File: config.mk
export PLATFORM = sky130hd
export DESIGN_NAME = alarm_clock_ctrl_flat
export DESIGN_NICKNAME = d
export VERILOG_FILES = /design/src/rtl/alarm_clock_ctrl_if.sv /design/src/rtl/alarm_clock_ctrl.sv /design/src/flat_wrapper.sv
export SDC_FILE = /design/constraint.sdc
export NUM_CORES = 1
export LEC_CHECK = 0
export BUFFER_PORTS_ARGS = -buffer_cell sky130_fd_sc_hd__buf_4
export CAP_MARGIN = 20
export CORE_MARGIN = 2
export CORE_UTILIZATION = 42
export DETAILED_ROUTE_END_ITERATION = 6
export GPL_TIMING_DRIVEN = 0
export PLACE_DENSITY_LB_ADDON = 0.1
export SYNTH_ARGS = -nofsm -noshare
export SYNTH_HDL_FRONTEND = slang
export SYNTH_SLANG_ARGS = --single-unit
export TNS_END_PERCENT = 5
File: constraint.sdc
create_clock -name clk -period 4.4 [get_ports clk]
set_clock_uncertainty 0.2 [all_clocks]
set_input_delay 0.88 -clock clk [delete_from_list [all_inputs] [get_ports clk]]
set_output_delay 0.88 -clock clk [all_outputs]
set_load 0.01 [all_outputs]
File: src/rtl/alarm_clock_ctrl_if.sv
// Time-counter bus: adjust/count controls toward the counter, running BCD time back.
interface alarm_clock_ctrl_if;
  logic       en;
  logic       enHours;
  logic       enMins;
  logic       updown;
  logic [5:0] seconds;
  logic [3:0] minutes_units;
  logic [2:0] minutes_tens;
  logic [3:0] hours_units;
  logic [1:0] hours_tens;

  modport master (
    output en, enHours, enMins, updown,
    input  seconds, minutes_units, minutes_tens, hours_units, hours_tens
  );

  modport slave (
    input  en, enHours, enMins, updown,
    output seconds, minutes_units, minutes_tens, hours_units, hours_tens
  );
endinterface

File: src/rtl/alarm_clock_ctrl.sv
// Alarm-clock mode controller: time/alarm adjust modes, alarm match detection
// and ring sequencing. Every output is a register.
module alarm_clock_ctrl #(
  parameter int unsigned RING_TICKS = 60
) (
  input  logic               clk,
  input  logic               reset,
  input  logic               tick_1hz,
  input  logic               btn_c,
  input  logic               btn_l,
  input  logic               btn_r,
  input  logic               btn_u,
  input  logic               btn_d,
  input  logic               alarm_en,
  alarm_clock_ctrl_if.master tc,
  output logic [3:0]         alarm_minutes_units,
  output logic [2:0]         alarm_minutes_tens,
  output logic [3:0]         alarm_hours_units,
  output logic [1:0]         alarm_hours_tens,
  output logic               show_alarm,
  output logic [1:0]         edit_field,
  output logic               buzzer,
  output logic               ring_led
);

  typedef enum logic [2:0] {CLOCK, T_HR, T_MIN, A_HR, A_MIN, RING} state_t;

  state_t     state_q, state_d;
  logic [7:0] ring_cnt_q, ring_cnt_d, ring_cnt_inc;
  logic       match, match_q, match_rise;
  logic       en_q, en_d, en_hours_q, en_hours_d, en_mins_q, en_mins_d;
  logic       updown_q, updown_d, buzzer_d;
  logic       show_d, ring_d;
  logic [1:0] field_d;
  logic [5:0] alarm_hr_d;
  logic [6:0] alarm_min_d;
  logic [6:0] run_hr, run_min, al_hr, al_min;
  logic       any_btn;

  function automatic state_t adj_next(input state_t s);
    case (s)
      T_HR:    return T_MIN;
      T_MIN:   return A_HR;
      A_HR:    return A_MIN;
      default: return T_HR;
    endcase
  endfunction

  function automatic state_t adj_prev(input state_t s);
    case (s)
      T_HR:    return A_MIN;
      T_MIN:   return T_HR;
      A_HR:    return T_MIN;
      default: return A_HR;
    endcase
  endfunction

  // BCD step of the alarm hours, wrapping 23 <-> 00.
  function automatic logic [5:0] hr_step(input logic [1:0] t, input logic [3:0] u,
                                         input logic up);
    logic [1:0] nt;
    logic [3:0] nu;
    nt = t;
    nu = u;
    if (up) begin
      if (t == 2'd2 && u == 4'd3) begin nt = '0; nu = '0; end
      else if (u == 4'd9)         begin nt = t + 2'd1; nu = '0; end
      else                        nu = u + 4'd1;
    end else begin
      if (t == '0 && u == '0)     begin nt = 2'd2; nu = 4'd3; end
      else if (u == '0)           begin nt = t - 2'd1; nu = 4'd9; end
      else                        nu = u - 4'd1;
    end
    return {nt, nu};
  endfunction

  // BCD step of the alarm minutes, wrapping 59 <-> 00.
  function automatic logic [6:0] min_step(input logic [2:0] t, input logic [3:0] u,
                                          input logic up);
    logic [2:0] nt;
    logic [3:0] nu;
    nt = t;
    nu = u;
    if (up) begin
      if (t == 3'd5 && u == 4'd9) begin nt = '0; nu = '0; end
      else if (u == 4'd9)         begin nt = t + 3'd1; nu = '0; end
      else                        nu = u + 4'd1;
    end else begin
      if (t == '0 && u == '0)     begin nt = 3'd5; nu = 4'd9; end
      else if (u == '0)           begin nt = t - 3'd1; nu = 4'd9; end
      else                        nu = u - 4'd1;
    end
    return {nt, nu};
  endfunction

  assign run_hr  = 7'(tc.hours_tens) * 7'd10 + 7'(tc.hours_units);
  assign run_min = 7'(tc.minutes_tens) * 7'd10 + 7'(tc.minutes_units);
  assign al_hr   = 7'(alarm_hours_tens) * 7'd10 + 7'(alarm_hours_units);
  assign al_min  = 7'(alarm_minutes_tens) * 7'd10 + 7'(alarm_minutes_units);

  // match_q is updated in every state, so a match already present when
  // CLOCK is re-entered produces no rising edge.
  assign match        = (run_hr == al_hr) && (run_min == al_min) && (tc.seconds == '0);
  assign match_rise   = match && !match_q;
  assign any_btn      = btn_c | btn_l | btn_r | btn_u | btn_d;
  assign ring_cnt_inc = ring_cnt_q + {7'd0, tick_1hz};

  always_comb begin
    state_d     = state_q;
    ring_cnt_d  = ring_cnt_q;
    en_d        = tick_1hz && (state_q == CLOCK || state_q == RING);
    en_hours_d  = 1'b0;
    en_mins_d   = 1'b0;
    updown_d    = updown_q;
    buzzer_d    = buzzer;
    alarm_hr_d  = {alarm_hours_tens, alarm_hours_units};
    alarm_min_d = {alarm_minutes_tens, alarm_minutes_units};
    case (state_q)
      CLOCK: begin
        if (match_rise && alarm_en) begin
          state_d    = RING;
          buzzer_d   = 1'b1;
          ring_cnt_d = '0;
        end else if (btn_c) begin
          state_d = T_HR;
        end
      end
      RING: begin
        if (any_btn || !alarm_en || ring_cnt_inc == 8'(RING_TICKS)) begin
          state_d    = CLOCK;
          buzzer_d   = 1'b0;
          ring_cnt_d = '0;
        end else begin
          ring_cnt_d = ring_cnt_inc;
          if (tick_1hz) buzzer_d = !buzzer;
        end
      end
      default: begin
        // l/r together consumes the cycle without moving; u/d together is ignored.
        if (btn_c) begin
          state_d = CLOCK;
        end else if (btn_l || btn_r) begin
          if (btn_r && !btn_l)      state_d = adj_next(state_q);
          else if (btn_l && !btn_r) state_d = adj_prev(state_q);
        end else if (btn_u != btn_d) begin
          case (state_q)
            T_HR:    begin en_hours_d = 1'b1; updown_d = btn_u; end
            T_MIN:   begin en_mins_d  = 1'b1; updown_d = btn_u; end
            A_HR:    alarm_hr_d  = hr_step(alarm_hours_tens, alarm_hours_units, btn_u);
            default: alarm_min_d = min_step(alarm_minutes_tens, alarm_minutes_units, btn_u);
          endcase
        end
      end
    endcase
    show_d  = (state_d == A_HR) || (state_d == A_MIN);
    ring_d  = (state_d == RING);
    field_d = (state_d == T_HR || state_d == A_HR)  ? 2'b01 :
              (state_d == T_MIN || state_d == A_MIN) ? 2'b10 : 2'b00;
  end

  always_ff @(posedge clk or negedge reset) begin
    if (!reset) begin
      state_q             <= CLOCK;
      ring_cnt_q          <= '0;
      match_q             <= 1'b0;
      en_q                <= 1'b0;
      en_hours_q          <= 1'b0;
      en_mins_q           <= 1'b0;
      updown_q            <= 1'b1;
      buzzer              <= 1'b0;
      ring_led            <= 1'b0;
      show_alarm          <= 1'b0;
      edit_field          <= '0;
      alarm_hours_tens    <= '0;
      alarm_hours_units   <= '0;
      alarm_minutes_tens  <= '0;
      alarm_minutes_units <= '0;
    end else begin
      state_q             <= state_d;
      ring_cnt_q          <= ring_cnt_d;
      match_q             <= match;
      en_q                <= en_d;
      en_hours_q          <= en_hours_d;
      en_mins_q           <= en_mins_d;
      updown_q            <= updown_d;
      buzzer              <= buzzer_d;
      ring_led            <= ring_d;
      show_alarm          <= show_d;
      edit_field          <= field_d;
      {alarm_hours_tens, alarm_hours_units}     <= alarm_hr_d;
      {alarm_minutes_tens, alarm_minutes_units} <= alarm_min_d;
    end
  end

  assign tc.en      = en_q;
  assign tc.enHours = en_hours_q;
  assign tc.enMins  = en_mins_q;
  assign tc.updown  = updown_q;

endmodule

File: src/flat_wrapper.sv
// flat-port wrapper written by rule: the top's interface ports become plain ports
module alarm_clock_ctrl_flat 
#(
  parameter int unsigned RING_TICKS = 60
)
  (clk, reset, tick_1hz, btn_c, btn_l, btn_r, btn_u, btn_d, alarm_en, alarm_minutes_units, alarm_minutes_tens, alarm_hours_units, alarm_hours_tens, show_alarm, edit_field, buzzer, ring_led, tc_en, tc_enHours, tc_enMins, tc_updown, tc_seconds, tc_minutes_units, tc_minutes_tens, tc_hours_units, tc_hours_tens);
  alarm_clock_ctrl_if tc_i ();
  input  logic clk;
  input  logic reset;
  input  logic tick_1hz;
  input  logic btn_c;
  input  logic btn_l;
  input  logic btn_r;
  input  logic btn_u;
  input  logic btn_d;
  input  logic alarm_en;
  output logic [3:0] alarm_minutes_units;
  output logic [2:0] alarm_minutes_tens;
  output logic [3:0] alarm_hours_units;
  output logic [1:0] alarm_hours_tens;
  output logic show_alarm;
  output logic [1:0] edit_field;
  output logic buzzer;
  output logic ring_led;
  output wire logic [$bits(tc_i.en)-1:0] tc_en;
  output wire logic [$bits(tc_i.enHours)-1:0] tc_enHours;
  output wire logic [$bits(tc_i.enMins)-1:0] tc_enMins;
  output wire logic [$bits(tc_i.updown)-1:0] tc_updown;
  input wire logic [$bits(tc_i.seconds)-1:0] tc_seconds;
  input wire logic [$bits(tc_i.minutes_units)-1:0] tc_minutes_units;
  input wire logic [$bits(tc_i.minutes_tens)-1:0] tc_minutes_tens;
  input wire logic [$bits(tc_i.hours_units)-1:0] tc_hours_units;
  input wire logic [$bits(tc_i.hours_tens)-1:0] tc_hours_tens;
  assign tc_en = tc_i.en;
  assign tc_enHours = tc_i.enHours;
  assign tc_enMins = tc_i.enMins;
  assign tc_updown = tc_i.updown;
  assign tc_i.seconds = tc_seconds;
  assign tc_i.minutes_units = tc_minutes_units;
  assign tc_i.minutes_tens = tc_minutes_tens;
  assign tc_i.hours_units = tc_hours_units;
  assign tc_i.hours_tens = tc_hours_tens;
  alarm_clock_ctrl #(.RING_TICKS(RING_TICKS)) u_core (.clk(clk), .reset(reset), .tick_1hz(tick_1hz), .btn_c(btn_c), .btn_l(btn_l), .btn_r(btn_r), .btn_u(btn_u), .btn_d(btn_d), .alarm_en(alarm_en), .tc(tc_i), .alarm_minutes_units(alarm_minutes_units), .alarm_minutes_tens(alarm_minutes_tens), .alarm_hours_units(alarm_hours_units), .alarm_hours_tens(alarm_hours_tens), .show_alarm(show_alarm), .edit_field(edit_field), .buzzer(buzzer), .ring_led(ring_led));
endmodule
* Word level (Yosys, flattened, before mapping)
Index checks and enable logic that the tools add are counted.
** Word-level totals
- Memories kept :: 0
- Bits in read-only memories :: 0
- Bits in latches :: 0
- RAM bits :: 0
- Flip-flop bits (word level) :: 34
- Bits of input ports :: 28
- Logic and storage cells :: 153
- Output and inout port bits :: 22
** Operators by class
- Muxes and demuxes :: 49
- Multiply operators :: 4
- Reduce and logical (&&, ||, !) cells :: 42
- Div/mod/pow operators :: 0
- Shift-type cells :: 0
- $lt $le $gt $ge :: 0
- Eq/ne operators :: 22
- Add/sub/neg operators :: 13
- Bitwise operators :: 8
** Operators with widths (number)
- two-way mux 4 bit :: 10
- two-way mux 3 bit :: 12
- case mux 3 bit (3 select lines) :: 2
- two-way mux 8 bit :: 2
- case mux 8 bit (2 select lines) :: 1
- AND reduction 5 bit :: 3
- adder 6 x 4 -> 7 bit :: 2
- adder 7 x 4 -> 7 bit :: 2
- equality test 7 bit :: 2
- two-way mux 2 bit :: 7
- AND reduction 7 bit :: 2
- two-way mux 1 bit :: 13
- equality test 3 x 2 -> 1 bit, second input constant :: 4
- equality test 3 bit, second input constant :: 4
- multiplier 3 x 3 -> 6 bit, second input constant :: 2
- logical AND 1 bit :: 11
- multiplier 2 x 3 -> 5 bit, second input constant :: 2
- adder 4 x 1 -> 4 bit, second input constant :: 2
- adder 8 x 1 -> 8 bit :: 1
- equality test 4 bit, second input constant :: 2
- equality test 8 x 6 -> 1 bit, second input constant :: 1
- logical NOT 4 bit :: 2
- subtractor 4 x 1 -> 4 bit, second input constant :: 2
- logical OR 1 bit :: 7
- 25 further kinds :: 40

* Depth between registers and ports, before layout
- Word-level depth :: 13
- Mapped depth :: 10
- Gate-level depth less buffers :: 9

* Worst setup path before layout
OpenSTA, ideal clock, no wires.
- Path type :: input to register
- Start point :: in tc_hours_tens[0]
- End point :: reg u_core.ring_cnt_q[6]
- Path buffers :: 1
- Data arrival time :: 2.774 ns
- Path slack :: 1.298 ns
- Cell stages on the path :: 10
- Data required time :: 4.072 ns
- Setup time :: 0.128 ns
- Cell sequence :: ha_1 > inv_1 > fa_1 > xnor2_1 > xnor2_1 > nor4_1 > o2111ai_1 > nor4_2 > buf_4 > o22ai_1
** On the way
- Cells in the longest elaborated chain, start to end :: 9
** RTL lines
- start: declaration :: line flat_wrapper.sv:33 : input wire logic [$bits(tc_i.hours_tens)-1:0] tc_hours_tens;
- multiplier 2 x 3 -> 5 bit :: line alarm_clock_ctrl.sv:96 : assign run_hr = 7'(tc.hours_tens) * 7'd10 + 7'(tc.hours_units);
- adder 6 x 4 -> 7 bit :: line alarm_clock_ctrl.sv:96
- equality test 7 bit :: line alarm_clock_ctrl.sv:103 : assign match = (run_hr == al_hr) && (run_min == al_min) && (tc.seconds == '0);
- logical AND 1 bit (2 in a row) :: line alarm_clock_ctrl.sv:103
- logical AND 1 bit :: line alarm_clock_ctrl.sv:104 : assign match_rise = match && !match_q;
- logical AND 1 bit :: line alarm_clock_ctrl.sv:120 : if (match_rise && alarm_en) begin
- inequality test 2 bit (no line)
- AND reduction 2 bit (no line)
- end signal: assignment :: line alarm_clock_ctrl.sv:180 : ring_cnt_q <= ring_cnt_d;
- end: declaration :: line alarm_clock_ctrl.sv:29 : logic [7:0] ring_cnt_q, ring_cnt_d, ring_cnt_inc;
Every way passes these cells.
A chain may end at the register's enable or synchronous reset.

* Worst setup path after layout
Same ends and word-level chain as after synthesis.

==> key figures <==
Final layout
  • Final Cell Area: ~3600 sq um
  • Fillers: 660
  • Most common cell after layout, fill and taps aside: buf_4
  • Area of the multi-input gates: 2000 sq um
  • Register area: 852 sq um
  • Layout area overhead: 19.9%
  • Diodes inserted: 0
  • Final nets: 452
  • Commonest cells after routing, fill and taps aside: buf_4 (49), ha_1 (33), dfrtp_1 (33)
  • Share of layout cells above drive strength 1: 0.196

Setup path
  • R2R Setup Slk: roughly 1.2 ns
  • Critical Path Fanout Max: 10
  • Worst path slowest cell: nor4_2
  • Arrival @ worst endpoint: 3.21 ns
  • Reg-to-Reg End: u_core.ring_cnt_q[6]
  • CP max stage delay: between 0.4 and 0.5 ns
  • Worst-path cell chain: buf_4 -> ha_1 -> inv_1 -> fa_1 -> xnor2_1 -> nand4_1 -> nor4_1 -> o2111ai_1 -> nor4_2 -> buf_4 -> o22ai_1
  • Critical path class: input pin to flop
  • FF-to-FF Start: u_core.alarm_hours_units[2]
  • Reg2Reg Depth: 10
  • Worst Path Required: around 4.4 ns
  • Most frequent CP cell: buf_4
  • Crit end category: flop
  • Startpoint Class: input pin

Power and ir drop
  • Clock power frac: 0.224
  • Pwr Density: 386 nW/um^2
  • VDD IR max: roughly 0.22 mV
  • Gate power share: 0.439
  • Net Switching: roughly 0.00052 W
  • Sequential share of power: 0.337
  • Leak: ~1.7 nW
  • Sw Share: 0.377
  • Internal: 0.000865 W

Synthesis
  • Synth Instances: about 330
  • Syn Area/Cell: 9.03 sq um
  • Syn. warnings: 0
  • Register area share after synthesis: 0.284
  • Count of state elements after synthesis: 34
  • Post-Synthesis Cell Area: 3000 sq um
  • Primary FF master, synth: dfrtp_1
  • Syn_nets: between 300 and 400
  • Post-synth ARST share: 1.00
  • Unique masters post-synth: 63
  • EDFF count, synth: 0

Floorplanning
  • IO Pins: 50
  • Core area: 6870 sq um
  • Die Ht: between 80 and 90 microns
  • Die ar.: roughly 7800 sq um
  • Core Rows: 30
  • Die W: 88.5 microns
  • Initial Utilization: 0.437

Clock network
  • TritonCTS buffer count: 5
  • Sink Count: 34
  • Clk buf depth: 2
  • Number of hold buffers added after CTS: 0
  • Worst skew pair latency: about 0.3 ns
  • CTS clk-pin slew, worst paths: 0.07 ns
  • Root Driver: clkbuf_8
  • Setup Buffers After CTS: 0
  • TritonCTS clock tree: built
  • H-Tree Depth: 2
  • # resized after CTS: 0

Timing
  • RSZ-0062 raised after global routing: no
  • Tcrit/Tclk final: 0.737
  • Final period demand of the worst path: between 3 and 4 ns
  • Setup TNS: 0 ns
  • Final setup violation count: 0
  • Final hold vios: 0
  • Rel. slew slack: 0.596
  • Worst Max-Slew Pin Slew: 0.606 ns
  • Final Max Tran Viols: 0
  • Post-route setup slack: 1.16 ns
  • Fmax: approximately 310 MHz

Hold path
  • Hold Crit Class: flop to flop
  • Hold Path Stages: 1
  • Hold Startpoint: u_core.buzzer
  • Hold EP: u_core.buzzer

Global routing
  • First-pass GRT wire length: ~12 mm
  • Largest net degree at the start of global routing: 35
  • Grt total ovfl: 0
  • Total GRT Usage: 0.187
  • Initial antenna violation count: 0
  • Number of global-route vias before repair: around 2500

Placed design
  • Placed inst area: 3480 sq um
  • Final Wtd Congestion: slightly above 0.8
  • # port buffers: 48
  • Setup WS pre-CTS: ~0.8 ns
  • Hpwl dp: 5.16 mm

Drt
  • Via density: ~5
  • Routed WL: around 6.8 mm
  • DRC violation count after routing: 0
  • DR WL/cell: around 14 microns
  • Antenna-violating nets left: 0
  • DRT Pass-1 Iters: 4
  • 1st-iter DRT viols: about 70
  • Vias: 2482

Run status
  • Status: complete, no violations

Run
  • Max Cap Viol: 0
==> power by group through the flow <==
| stage | clock [W] | combinational [W] | sequential (W) |
|---|---|---|---|
| 5_1_grt | 0.000335 | 0.000692 | 0.000483 |
| 6_report | 0.000312 | 0.000610 | 0.000468 |
| 3_5_place_dp | 0 | 0.000610 | 0.000474 |
| 2_1_floorplan | 0 | 0.000426 | 0.000473 |
| 3_3_place_gp | 0 | 0.000599 | 0.000473 |
| 4_1_cts | 0.000317 | 0.000614 | 0.000469 |
==> cell type report <==
class / instances / area share
inverters: 24 / 0.0251
flip-flops and latches: 34 / 0.237
clock buffers: 7 / 0.0240
repair buffers: 48 / 0.100
clock inverters: 1 / 0.00835
plain buffers: 13 / 0.0170
multi-input cells: 261 / 0.555
well taps: 96 / 0.0334
==> worst max-delay path, delay by kind of cell <==
kind / cells / cell delay, ns
AO/OA/AOI/OAI: 2 / 0.31
buffers and inverters: 3 / 0.45
XOR/XNOR: 1 / 0.20
AND/OR/NAND/NOR: 3 / 0.74
adder cells (fa/ha/maj): 2 / 0.63
==> state kept, by name, summed over array words and instances (netlist names), 2 cells and up <==
name                        cells
u_core.alarm_hours_tens         2
u_core.alarm_minutes_units      4
u_core.state_q                  3
u_core.ring_cnt_q               8
u_core.edit_field               2
u_core.alarm_minutes_tens       3
u_core.alarm_hours_units        4
==> cell families (layout without fill, tap and decap cells) <==
logic type | after synthesis | count (layout) | share of synthesized area
simple gates | 109 | 109 | 0.204
compound gates | 78 | 78 | 0.177
fa+ha+maj | 37 | 37 | 0.164
buf+inv | 37 | 93 | 0.0505
flops | 34 | 34 | 0.284
xor+xnor | 31 | 31 | 0.0997
mux | 6 | 6 | 0.0209
==> through the flow <==
stage	hold WS, ns	power, W	std cells	utilization
floorplan	0.318	0.000899	332	-
global placement	0.291	0.00107	476	0.507
detailed placement	0.293	0.00108	476	0.507
CTS	0.309	0.00140	484	0.523
global route	0.330	0.00151	484	0.523
finish	0.311	0.00139	484	0.523
==> synthesized netlist by cell type (8+ instances only) <==
| master | number | area (sq um) |
|---|---|---|
| nand3_1 | 9 | 45.0 |
| nor2b_1 | 8 | 50.1 |
| ha_1 | 33 | 413 |
| a21oi_1 | 22 | 110 |
| nor2_1 | 24 | 90.1 |
| inv_1 | 24 | 90.1 |
| clkbuf_1 | 10 | 37.5 |
| dfrtp_1 | 33 | 826 |
| o21ai_0 | 14 | 70.1 |
| xor2_1 | 10 | 87.6 |
| xnor2_1 | 19 | 166 |
| nand2_1 | 25 | 93.8 |
==> worst max path at each step <==
| stage | startpoint | to | slack, ns | cells past startpoint |
|---|---|---|---|---|
| finish | tc_hours_tens[0] | u_core.ring_cnt_q[6] | 1.16 | 11 |
| global route | u_core.alarm_hours_units[2] | u_core.ring_cnt_q[6] | 0.90 | 10 |
| CTS | tc_hours_tens[0] | u_core.ring_cnt_q[6] | 1.10 | 11 |
| detailed placement | tc_hours_tens[0] | u_core.ring_cnt_q[6] | 0.79 | 11 |
| global placement | tc_hours_tens[0] | u_core.ring_cnt_q[7] | 0.85 | 11 |
| floorplan | tc_hours_tens[0] | u_core.ring_cnt_q[6] | 1.30 | 10 |
==> metal layers <==
metal	GRT usage	up-vias	share of wire
met5	0	-	0
met4	0.0386	0	0.0068
met3	0.0401	5	0.030
met2	0.299	29	0.45
met1	0.264	1155	0.51
li1	-	1293	-
Note: power is estimated with default switching activity, not from simulation.
